File: src/rtl/decode_stage.sv
// decode_stage: RV32I decode between fetch and rename/dispatch.
// Each instruction word is decoded combinationally, then captured in a
// two-entry skid buffer (OUT, SKID). Every output is driven from a register,
// including ready_out, so nothing in this block is a combinational path from
// ready_in back to fetch.
module decode_stage #(
    parameter int XLEN = 32
) (
    input  logic            clk,
    input  logic            reset,
    input  logic [31:0]     instr_in,
    input  logic [XLEN-1:0] pc_in,
    input  logic [XLEN-1:0] pc_4_in,
    input  logic            valid_in,
    output logic            ready_out,
    input  logic            flush,
    input  logic            ready_in,
    output logic            valid_out,
    output logic [XLEN-1:0] pc_out,
    output logic [XLEN-1:0] pc_4_out,
    output logic [4:0]      rs1,
    output logic [4:0]      rs2,
    output logic [4:0]      rd,
    output logic [6:0]      opcode,
    output logic [2:0]      funct3,
    output logic [6:0]      funct7,
    output logic [31:0]     imm,
    output logic [1:0]      fu_type,
    output logic            uses_rs1,
    output logic            uses_rs2,
    output logic            writes_rd,
    output logic            illegal
);

    localparam logic [6:0] OPC_LUI    = 7'b0110111;
    localparam logic [6:0] OPC_AUIPC  = 7'b0010111;
    localparam logic [6:0] OPC_JAL    = 7'b1101111;
    localparam logic [6:0] OPC_JALR   = 7'b1100111;
    localparam logic [6:0] OPC_BRANCH = 7'b1100011;
    localparam logic [6:0] OPC_LOAD   = 7'b0000011;
    localparam logic [6:0] OPC_STORE  = 7'b0100011;
    localparam logic [6:0] OPC_OPIMM  = 7'b0010011;
    localparam logic [6:0] OPC_OP     = 7'b0110011;

    localparam logic [1:0] FU_ALU = 2'b00;
    localparam logic [1:0] FU_BR  = 2'b01;
    localparam logic [1:0] FU_LSU = 2'b10;

    typedef struct packed {
        logic [XLEN-1:0] pc;
        logic [XLEN-1:0] pc_4;
        logic [4:0]      rs1;
        logic [4:0]      rs2;
        logic [4:0]      rd;
        logic [6:0]      opcode;
        logic [2:0]      funct3;
        logic [6:0]      funct7;
        logic [31:0]     imm;
        logic [1:0]      fu_type;
        logic            uses_rs1;
        logic            uses_rs2;
        logic            writes_rd;
        logic            illegal;
    } bundle_t;

    typedef enum logic [1:0] {
        ST_EMPTY = 2'd0,
        ST_ONE   = 2'd1,
        ST_TWO   = 2'd2
    } state_t;

    // Immediate candidates for every format; the opcode picks one.
    logic [31:0] imm_i_s, imm_s_s, imm_b_s, imm_u_s, imm_j_s;
    assign imm_i_s = {{20{instr_in[31]}}, instr_in[31:20]};
    assign imm_s_s = {{20{instr_in[31]}}, instr_in[31:25], instr_in[11:7]};
    assign imm_b_s = {{19{instr_in[31]}}, instr_in[31], instr_in[7],
                      instr_in[30:25], instr_in[11:8], 1'b0};
    assign imm_u_s = {instr_in[31:12], 12'b0};
    assign imm_j_s = {{11{instr_in[31]}}, instr_in[31], instr_in[19:12],
                      instr_in[20], instr_in[30:21], 1'b0};

    bundle_t dec_s;
    logic    wr_raw_s;

    // Combinational decode of the incoming instruction word.
    always_comb begin
        dec_s          = '0;
        wr_raw_s       = 1'b0;
        dec_s.pc       = pc_in;
        dec_s.pc_4     = pc_4_in;
        dec_s.rs1      = instr_in[19:15];
        dec_s.rs2      = instr_in[24:20];
        dec_s.rd       = instr_in[11:7];
        dec_s.opcode   = instr_in[6:0];
        dec_s.funct3   = instr_in[14:12];
        dec_s.funct7   = instr_in[31:25];
        case (instr_in[6:0])
            OPC_LUI, OPC_AUIPC: begin
                dec_s.imm = imm_u_s; dec_s.fu_type = FU_ALU; wr_raw_s = 1'b1;
            end
            OPC_JAL: begin
                dec_s.imm = imm_j_s; dec_s.fu_type = FU_BR; wr_raw_s = 1'b1;
            end
            OPC_JALR: begin
                dec_s.imm = imm_i_s; dec_s.fu_type = FU_BR;
                dec_s.uses_rs1 = 1'b1; wr_raw_s = 1'b1;
            end
            OPC_BRANCH: begin
                dec_s.imm = imm_b_s; dec_s.fu_type = FU_BR;
                dec_s.uses_rs1 = 1'b1; dec_s.uses_rs2 = 1'b1;
            end
            OPC_LOAD: begin
                dec_s.imm = imm_i_s; dec_s.fu_type = FU_LSU;
                dec_s.uses_rs1 = 1'b1; wr_raw_s = 1'b1;
            end
            OPC_STORE: begin
                dec_s.imm = imm_s_s; dec_s.fu_type = FU_LSU;
                dec_s.uses_rs1 = 1'b1; dec_s.uses_rs2 = 1'b1;
            end
            OPC_OPIMM: begin
                dec_s.imm = imm_i_s; dec_s.fu_type = FU_ALU;
                dec_s.uses_rs1 = 1'b1; wr_raw_s = 1'b1;
            end
            OPC_OP: begin
                dec_s.imm = 32'd0; dec_s.fu_type = FU_ALU;
                dec_s.uses_rs1 = 1'b1; dec_s.uses_rs2 = 1'b1; wr_raw_s = 1'b1;
            end
            default: begin
                dec_s.illegal = 1'b1;
            end
        endcase
        // Writing x0 has no architectural effect, so dispatch never sees it.
        dec_s.writes_rd = wr_raw_s && (instr_in[11:7] != 5'd0);
    end

    state_t  state_q, state_d;
    bundle_t out_q, out_d, skid_q, skid_d;
    logic    valid_q, valid_d, ready_q, ready_d;
    logic    accept_s, emit_s;

    assign accept_s = valid_in && ready_q;
    assign emit_s   = valid_q && ready_in;

    // Skid-buffer next state: which register loads, and where the FSM goes.
    always_comb begin
        state_d = state_q;
        out_d   = out_q;
        skid_d  = skid_q;
        if (flush) begin
            state_d = ST_EMPTY;
        end else begin
            case (state_q)
                ST_EMPTY: begin
                    if (accept_s) begin
                        out_d   = dec_s;
                        state_d = ST_ONE;
                    end else begin
                        state_d = ST_EMPTY;
                    end
                end
                ST_ONE: begin
                    if (emit_s && accept_s) begin
                        out_d = dec_s;
                    end else if (emit_s) begin
                        state_d = ST_EMPTY;
                    end else if (accept_s) begin
                        skid_d  = dec_s;
                        state_d = ST_TWO;
                    end else begin
                        state_d = ST_ONE;
                    end
                end
                ST_TWO: begin
                    if (emit_s) begin
                        out_d   = skid_q;
                        state_d = ST_ONE;
                    end else begin
                        state_d = ST_TWO;
                    end
                end
                default: begin
                    state_d = ST_EMPTY;
                end
            endcase
        end
    end

    // Handshake flags are registered copies of the next-state occupancy.
    assign valid_d = (state_d != ST_EMPTY);
    assign ready_d = (state_d != ST_TWO);

    // State and data registers; reset empties both entries at once.
    always_ff @(posedge clk or negedge reset) begin
        if (!reset) begin
            state_q <= ST_EMPTY;
            out_q   <= '0;
            skid_q  <= '0;
            valid_q <= 1'b0;
            ready_q <= 1'b1;
        end else begin
            state_q <= state_d;
            out_q   <= out_d;
            skid_q  <= skid_d;
            valid_q <= valid_d;
            ready_q <= ready_d;
        end
    end

    assign ready_out = ready_q;
    assign valid_out = valid_q;
    assign pc_out    = out_q.pc;
    assign pc_4_out  = out_q.pc_4;
    assign rs1       = out_q.rs1;
    assign rs2       = out_q.rs2;
    assign rd        = out_q.rd;
    assign opcode    = out_q.opcode;
    assign funct3    = out_q.funct3;
    assign funct7    = out_q.funct7;
    assign imm       = out_q.imm;
    assign fu_type   = out_q.fu_type;
    assign uses_rs1  = out_q.uses_rs1;
    assign uses_rs2  = out_q.uses_rs2;
    assign writes_rd = out_q.writes_rd;
    assign illegal   = out_q.illegal;

endmodule

File: config.mk
export PLATFORM = sky130hd
export DESIGN_NAME = decode_stage
export DESIGN_NICKNAME = d
export VERILOG_FILES = /design/src/rtl/decode_stage.sv
export SDC_FILE = /design/constraint.sdc
export NUM_CORES = 1
export LEC_CHECK = 0
export ABC_AREA = 1
export ABC_CLOCK_PERIOD_IN_PS = 3800
export CORE_ASPECT_RATIO = 0.6
export CORE_MARGIN = 3
export CORE_UTILIZATION = 35
export CTS_BUF_LIST = sky130_fd_sc_hd__clkbuf_16
export CTS_CLUSTER_DIAMETER = 200
export DETAILED_ROUTE_END_ITERATION = 8
export PLACE_DENSITY_LB_ADDON = 0.25
export SYNTH_ARGS = -nofsm -noshare
export SYNTH_HDL_FRONTEND = slang
export SYNTH_SLANG_ARGS = --single-unit
File: constraint.sdc
create_clock -name clk -period 3.8 [get_ports clk]
set_clock_uncertainty 0.05 [all_clocks]
set_input_delay 0.76 -clock clk [delete_from_list [all_inputs] [get_ports clk]]
set_output_delay 0.76 -clock clk [all_outputs]
set_load 0.005 [all_outputs]
Word-level counts from Yosys, hierarchy flattened --
Cells that the tools add are included.
Cells by class: eq/ne operators 15, mux-type cells 16, bitwise gates (word level) 3, reduce and logical (&&, ||, !) cells 15
Operator list (count):
- 134-bit two-way mux | 3
- 134-bit one-hot mux with 3 select lines | 1
- 34-bit one-hot mux with 7 select lines | 1
- 7-bit by 6-bit == test with 1-bit output, second input constant | 3
- 7-bit == test, second input constant | 3
- 7-bit by 5-bit == test with 1-bit output, second input constant | 2
- 2-bit two-way mux | 5
- 5-bit AND reduction | 2
- 9-bit OR reduction | 1
- 2-bit inequality test, second input constant | 4
- 7-bit by 2-bit == test with 1-bit output, second input constant | 1
- 7-bit OR reduction | 1
- 2-bit one-hot mux with 3 select lines | 1
- 6-bit OR reduction | 1
- 1-bit two-way mux | 5
- 5-bit nonzero test | 1
- 1-bit logical AND | 4
- 1-bit inverter | 3
- 3-bit nonzero test | 1
- 3-bit OR reduction | 1
- 2-bit by 1-bit == test with 1-bit output, second input constant | 1
- 2-bit == test, second input constant | 1
- 2-bit zero test | 1
- 2-bit nonzero test | 1
- 2-bit OR reduction | 1
Word-level totals: bits in registers 272

Depth between registers and ports, before layout --
Gate-level depths: netlist (run 1).
depth in word-level cells 7, depth in mapped cells 10, depth with buffers taken out 9

Worst setup path before layout (run 1) --
Ideal clock, no wire load.
path kind input -> register, start in instr_in[0], end reg skid_q[31] (netlist bit), setup time 0.076 ns, data arrival time 1.733 ns, required time 3.674 ns, slack 1.940 ns, stages 9, path buffers 1, path through nand2_1 nor2_2 nand2_1 nand2_1 nand2_1 buf_2 nand3_1 nand2_1 o21ai_1
On the way: word-level cells in the longest chain between the ends 3
Ends and longest elaborated chain:
- start, declared | line 11 | input logic [31:0] instr_in,
- 7-bit by 6-bit == test with 1-bit output / 7-bit by 5-bit == test with 1-bit output (equally long branches) | line 97 | case (instr_in[6:0])
- 2-bit OR reduction
- 34-bit one-hot mux with 7 select lines * | line 97
- end signal, assigned | line 203 | skid_q <= skid_d;
- end, declared | line 137 | bundle_t out_q, out_d, skid_q, skid_d;
Every way passes the cells marked *; elsewhere a longest branch is shown, timed or not. A chain may end at the register's enable or synchronous reset.

Worst setup path in the final report (run 1) --
start in instr_in[6], end reg skid_q[25] (netlist bit)
Same word-level chain as after synthesis.

==> impl_metrics.ini, run 1 <==
[synthesis]
syn-cell-area_um2 = 11700
yosysTopAreaCellShare_pct = 57.8
ys_types = 24
synthTopCellsByArea = dfrtp_1 (58%), nand2_1 (20%), a31oi_1 (5.5%), nor2_1 (5.0%), nand3_1 (2.0%)
yosysTopAreaCell = dfrtp_1
synth.avg_cell_area_um2 = 8.18
ys_warn_count = 0
netlist_instances = 1436
synth_nets = 1537
ys_seq_area_share_pct = 58.0
ys_ff_latch = 272

[clocking]
cts_setup_buffers = 0
insertion_delay_ns = 0.55
hold_buffers = 0
ctsResizeCount = 0
tritoncts = done
cts_sinks = 272
cts_buffer_depth = 3
numCtsBuffers = 28
h-tree-depth = 1
clockRootBuffer = clkbuf_16
clkTransAtPathRegs_ns = 0.06

[sta]
rsz0062_at_grt = false
fmax_ghz = 0.362
whs_ns = 0.220
drv_slew = 0
setup_viol = 0
hold_viol = 0
tns_ns = 0
relSlewSlack_pct = 33.0
finalCritPeriodShare_pct = 72.7
finalCriticalPeriod_ns = 2.76
worst_slew_pin_slew_ns = 1.00

[floorplanning]
die_x_um = 242
coreArea_um2 = 32700
io_pins = 237
rows = 51
die_h_um = 148
dieArea_um2 = 35900
initial_utilization_pct = 35.9

[drt]
drt_iter0_drc = 841
detail_route.wl_per_cell_um = 16.5
viasPerCell = 4.90
ant_nets = 0
vias = 10300
drt_first_pass_iters = 5
drt_wl_total_mm = 34.6
drc = 0

[hold_path]
hp-class = primary input to async pin

[finish]
fin_cells = 2102
syn2layout_area_growth_pct = 30.9
final_util_pct = 47.0
drive_gt1_share_pct = 4.73
fin_nets = 1730

[critical_path]
endpoint = skid_q[25]
cp-startpoint = instr_in[6]
arrival_ns = 3.18
required_ns = 4.21
r2r_cells = 6
end_kind = register
r2r-start = state_q[0]
r2r-end = skid_q[1]
setup.worst_path.class = primary input to register
path_max_fanout = 12
reg2reg_setup_slack_ns = 1.53
start_kind = primary input

[power_and_ir_drop]
ir_worst_vdd_mv = 0.370
power_density_nw_per_um2 = 711
p_leak_uw = 0.00741

[placed_design]
portBuffers = 236
dp_cells = 2049
dpl.hpwl_mm = 22.4
routabilityCongestion = 0.832

[global_routing]
grt_pass1_wl_mm = 55.7
grt_pass1_vias = 9911
antenna_found_initial = 3
grt-ovfl-total = 0
grt.total_usage_pct = 19.3
grt_max_degree = 103

[flow_run]
drv_cap = 0

[outcome]
status = complete, no violations
-- per-layer routing --
metal | global-route usage (%) | vias to the layer above | wire length, um
li1 | - | 4995 | -
met1 | 28.0 | 4985 | 16600
met2 | 29.9 | 273 | 15200
met3 | 4.17 | 41 | 2090
met4 | 4.44 | 2 | 722
met5 | 0 | - | 13
-- layout make-up --
| cell class | instances | area [um2] |
|---|---|---|
| Fill cell | 3189 | 17400 |
| Sequential cell | 272 | 6810 |
| Multi-Input combinational cell | 1037 | 4410 |
| Timing Repair Buffer | 255 | 2570 |
| Clock buffer | 29 | 726 |
| Tap cell | 450 | 563 |
| Clock inverter | 22 | 148 |
| Inverter | 35 | 141 |
| Antenna cell | 2 | 5.00 |
-- worst max-delay path, cell delays in order --
cell and delay (ns):
clkdlybuf4s50_1 0.61, nor2_1 0.81, nand3_1 0.28, nand2_1 0.36, nand2_1 0.13, a31oi_1 0.21
-- stage by stage --
| step | power, uW | setup slack [ns] | area (um2) |
|---|---|---|---|
| 2_1_floorplan | 6320 | 1.94 | 11700 |
| 3_3_place_gp | 8260 | 0.679 | 14500 |
| 3_5_place_dp | 8360 | 0.521 | 14500 |
| 4_1_cts | 11100 | 1.09 | 15400 |
| 5_1_grt | 11700 | 0.854 | 15400 |
| 6_report | 10900 | 1.04 | 15400 |
-- flip-flops by register name, indices dropped and copies added (netlist names) --
register / cells
pc_out: 32
funct7: 7
rs1: 5
valid_out: 1
state_q: 2
illegal: 1
opcode: 7
writes_rd: 1
pc_4_out: 32
imm: 32
fu_type: 2
uses_rs2: 1
rs2: 5
uses_rs1: 1
funct3: 3
ready_out: 1
skid_q: 134
rd: 5
-- power by group --
part | total [uW] | switching (uW) | internal (uW) | leakage, uW
registers | 4840 | 680 | 4160 | 0.00331
clock network | 2670 | 1160 | 1510 | 0.000460
logic | 3430 | 1570 | 1860 | 0.00364
total | 10900 | 3410 | 7530 | 0.00741
-- layout by cell type (no fill, tap or decap), types with 2 or more instances in the layout --
| cell type | count |
|---|---|
| buf_12 | 5 |
| nand2_1 | 625 |
| or2_2 | 6 |
| nor3_1 | 6 |
| nor2_2 | 2 |
| inv_6 | 2 |
| buf_4 | 14 |
| dfrtp_1 | 271 |
| nor2_1 | 156 |
| clkdlybuf4s50_1 | 235 |
| inv_4 | 2 |
| a31oi_1 | 103 |
| clkinv_1 | 6 |
| inv_1 | 38 |
| o21ai_0 | 34 |
| clkbuf_16 | 29 |
| nand2_4 | 2 |
| o22ai_1 | 6 |
| nand2_2 | 4 |
| a21oi_1 | 17 |
| o21ai_1 | 10 |
| diode_2 | 2 |
| nand3_1 | 46 |
| nand4_1 | 17 |
| clkinv_2 | 6 |
| bufinv_16 | 2 |
-- worst min path at each step --
stage                              to  depth (start not counted)
after floorplan             skid_q[0]                          2
after global placement     skid_q[41]                          2
after detailed placement    skid_q[0]                          2
after CTS                  pc_out[24]                          1
after global routing      skid_q[123]                          1
final                     skid_q[124]                          1
-- cell usage after synthesis, drive strengths merged --
library cell and number:
nand3 46, nand2 631, dfrtp 271, dfstp 1
a21oi 17, a31oi 103, o22ai 6, or2 6
clkbuf 40, nor3 6, o21bai 1, o21ai 44
o31ai 1, nor2 159, buf 52, nand4 17
inv 35
-- kinds of logic after synthesis --
family	count (synthesis)	synth area share, %
and+or+nand+nor	865	28.9
DFF	272	58.0
AOI/OAI and AO/OA	172	8.53
buffers and inverters	127	4.58
(Power assumes the default switching activity.)
==> run 2: changes to the inputs <==
Settings changed: ABC_CLOCK_PERIOD_IN_PS 3800 to 2500.
Clock period 3.8 ns to 2.5 ns, I/O delays scaled along.
==> run 2 against run 1 <==
Sequential cell count did not move. Critical path depth is 5 lower. Total power is 53% higher. Via count down 0.51%. Non-clock buffer count is 12 higher. Sequential power up 52%. Worst setup slack got worse by 0.64 ns. Die area did not move. Cell count rose by 0.38%. Core utilization rose by 0.66 points. Global-route usage grew 0.059 points. Highest routed layer unchanged. Routed wire length rose by 1.3%.
==> impl_metrics.ini, run 2 (synthesis results as in run 1) <==
[outcome]
status = complete, no violations

[critical_path]
critPathTopFamily = flip-flops
max_stage_delay_ns = 0.52
setup.worst_path.class = register to primary output
worstPathCellList = clkdlybuf4s50_1
arrival_ns = 1.56
required_ns = 1.95
r2r_cells = 7
path_max_fanout = 2
start_kind = register
crit_buf_inv = 1
crit_slowest_cell = dfstp_2
cp.depth = 1
end_kind = primary output

[finish]
seq_area_um2 = 6810
final_common_cell = nand2_1
fin_nets = 1742
multi_input_area_um2 = 4410
syn2layout_area_growth_pct = 32.7
fill_cells = 3109
largest_register_ffs = 134
top_register = skid_q
final_cell_mix = nand2_1 (625), dfrtp_1 (271), clkdlybuf4s50_1 (235), nor2_1 (156), a31oi_1 (103)
drive_gt1_share_pct = 5.18
fin_cells = 2110

[sta]
setup_ws_ns = 0.395
worst_slew_pin_slew_ns = 0.724
hold_viol = 0
finalCriticalPeriod_ns = 2.11
rsz0062_at_grt = false
whs_ns = 0.425
setup_viol = 0
finalCritPeriodShare_pct = 84.2
drv_slew = 0
tns_ns = 0
relSlewSlack_pct = 51.7
fmax_ghz = 0.475

[global_routing]
antenna_found_initial = 2
grt_pass1_vias = 9786
grt-ovfl-total = 0
grt_max_degree = 144
grt.total_usage_pct = 19.4
grt_pass1_wl_mm = 56.0

[power_and_ir_drop]
p_clk_share_pct = 24.3
switching_share_pct = 31.1
ir_worst_vdd_mv = 0.540
power.switching_uw = 5200
pwr-share-seq_pct = 44.1
power.internal_uw = 11500
comb_power_share_pct = 31.6
power_density_nw_per_um2 = 1070
p_leak_uw = 0.00750

[floorplanning]
die_x_um = 242
dieArea_um2 = 35900
rows = 51
initial_utilization_pct = 35.9
die_h_um = 148
io_pins = 237
coreArea_um2 = 32700

[clocking]
tritoncts = done
clkTransAtPathRegs_ns = 0.06
insertion_delay_ns = 0.55
hold_buffers = 1
ctsResizeCount = 0
cts_buffer_depth = 3
numCtsBuffers = 28
cts_sinks = 272
clockRootBuffer = clkbuf_16
h-tree-depth = 1
cts_setup_buffers = 0

[hold_path]
hp-class = register to register
hold_depth = 2

[drt]
drt_iter0_drc = 859
viasPerCell = 4.85
vias = 10200
ant_nets = 0
drt_wl_total_mm = 35.1
drc = 0
drt_first_pass_iters = 5
detail_route.wl_per_cell_um = 16.6

[placed_design]
routabilityCongestion = 0.856
post-place-ws_ns = 0.0456
dpl.hpwl_mm = 22.9
portBuffers = 236
dp_cells = 2060

[flow_run]
drv_cap = 0
==> run 2: layout make-up <==
class	instances	area share (%)
Antenna cell	1	0.0161
Clock buffer	28	4.50
Clock inverter	20	1.11
Inverter	35	0.907
Multi-Input combinational cell	1037	28.3
Sequential cell	272	43.7
Tap cell	450	3.61
Timing Repair Buffer	267	17.9
==> run 2: through the flow <==
step	util (%)	total power [uW]	instance area (um2)
floorplan	-	9610	11700
global placement	44.9	12600	14700
detailed placement	44.9	12800	14700
CTS	47.6	16900	15600
global route	47.6	17900	15600
finish	47.6	16700	15600
==> run 2: routing by layer <==
| layer | global-route usage (%) | vias to the layer above | part of all wire [%] |
|---|---|---|---|
| li1 | - | 5021 | - |
| met4 | 3.51 | 2 | 1.7 |
| met1 | 28.8 | 4909 | 49 |
| met2 | 29.4 | 272 | 43 |
| met5 | 0 | - | 0.034 |
| met3 | 4.41 | 40 | 6.5 |
==> run 2: worst paths after layout <==
| path | from | endpoint | slack, ns |
|---|---|---|---|
| worst min register to register | skid_q[84] | skid_q[84] | 0.43 |
| min in group asynchronous | reset | pc_out[21] | 0.46 |
| worst max register to register | ready_out | skid_q[10] | 0.58 |
| worst min-delay path | skid_q[84] | skid_q[84] | 0.43 |
| worst max-delay path | ready_out | ready_out | 0.39 |
| max in group asynchronous | reset | skid_q[74] | 1.21 |
==> run 2: power groups by stage <==
| stage | logic [uW] | clock network, uW | registers [uW] |
|---|---|---|---|
| 2_1_floorplan | 2300 | 0 | 7310 |
| 3_3_place_gp | 5250 | 0 | 7390 |
| 4_1_cts | 5360 | 4190 | 7380 |
| 3_5_place_dp | 5340 | 0 | 7430 |
| 6_report | 5280 | 4070 | 7380 |
| 5_1_grt | 5900 | 4380 | 7610 |
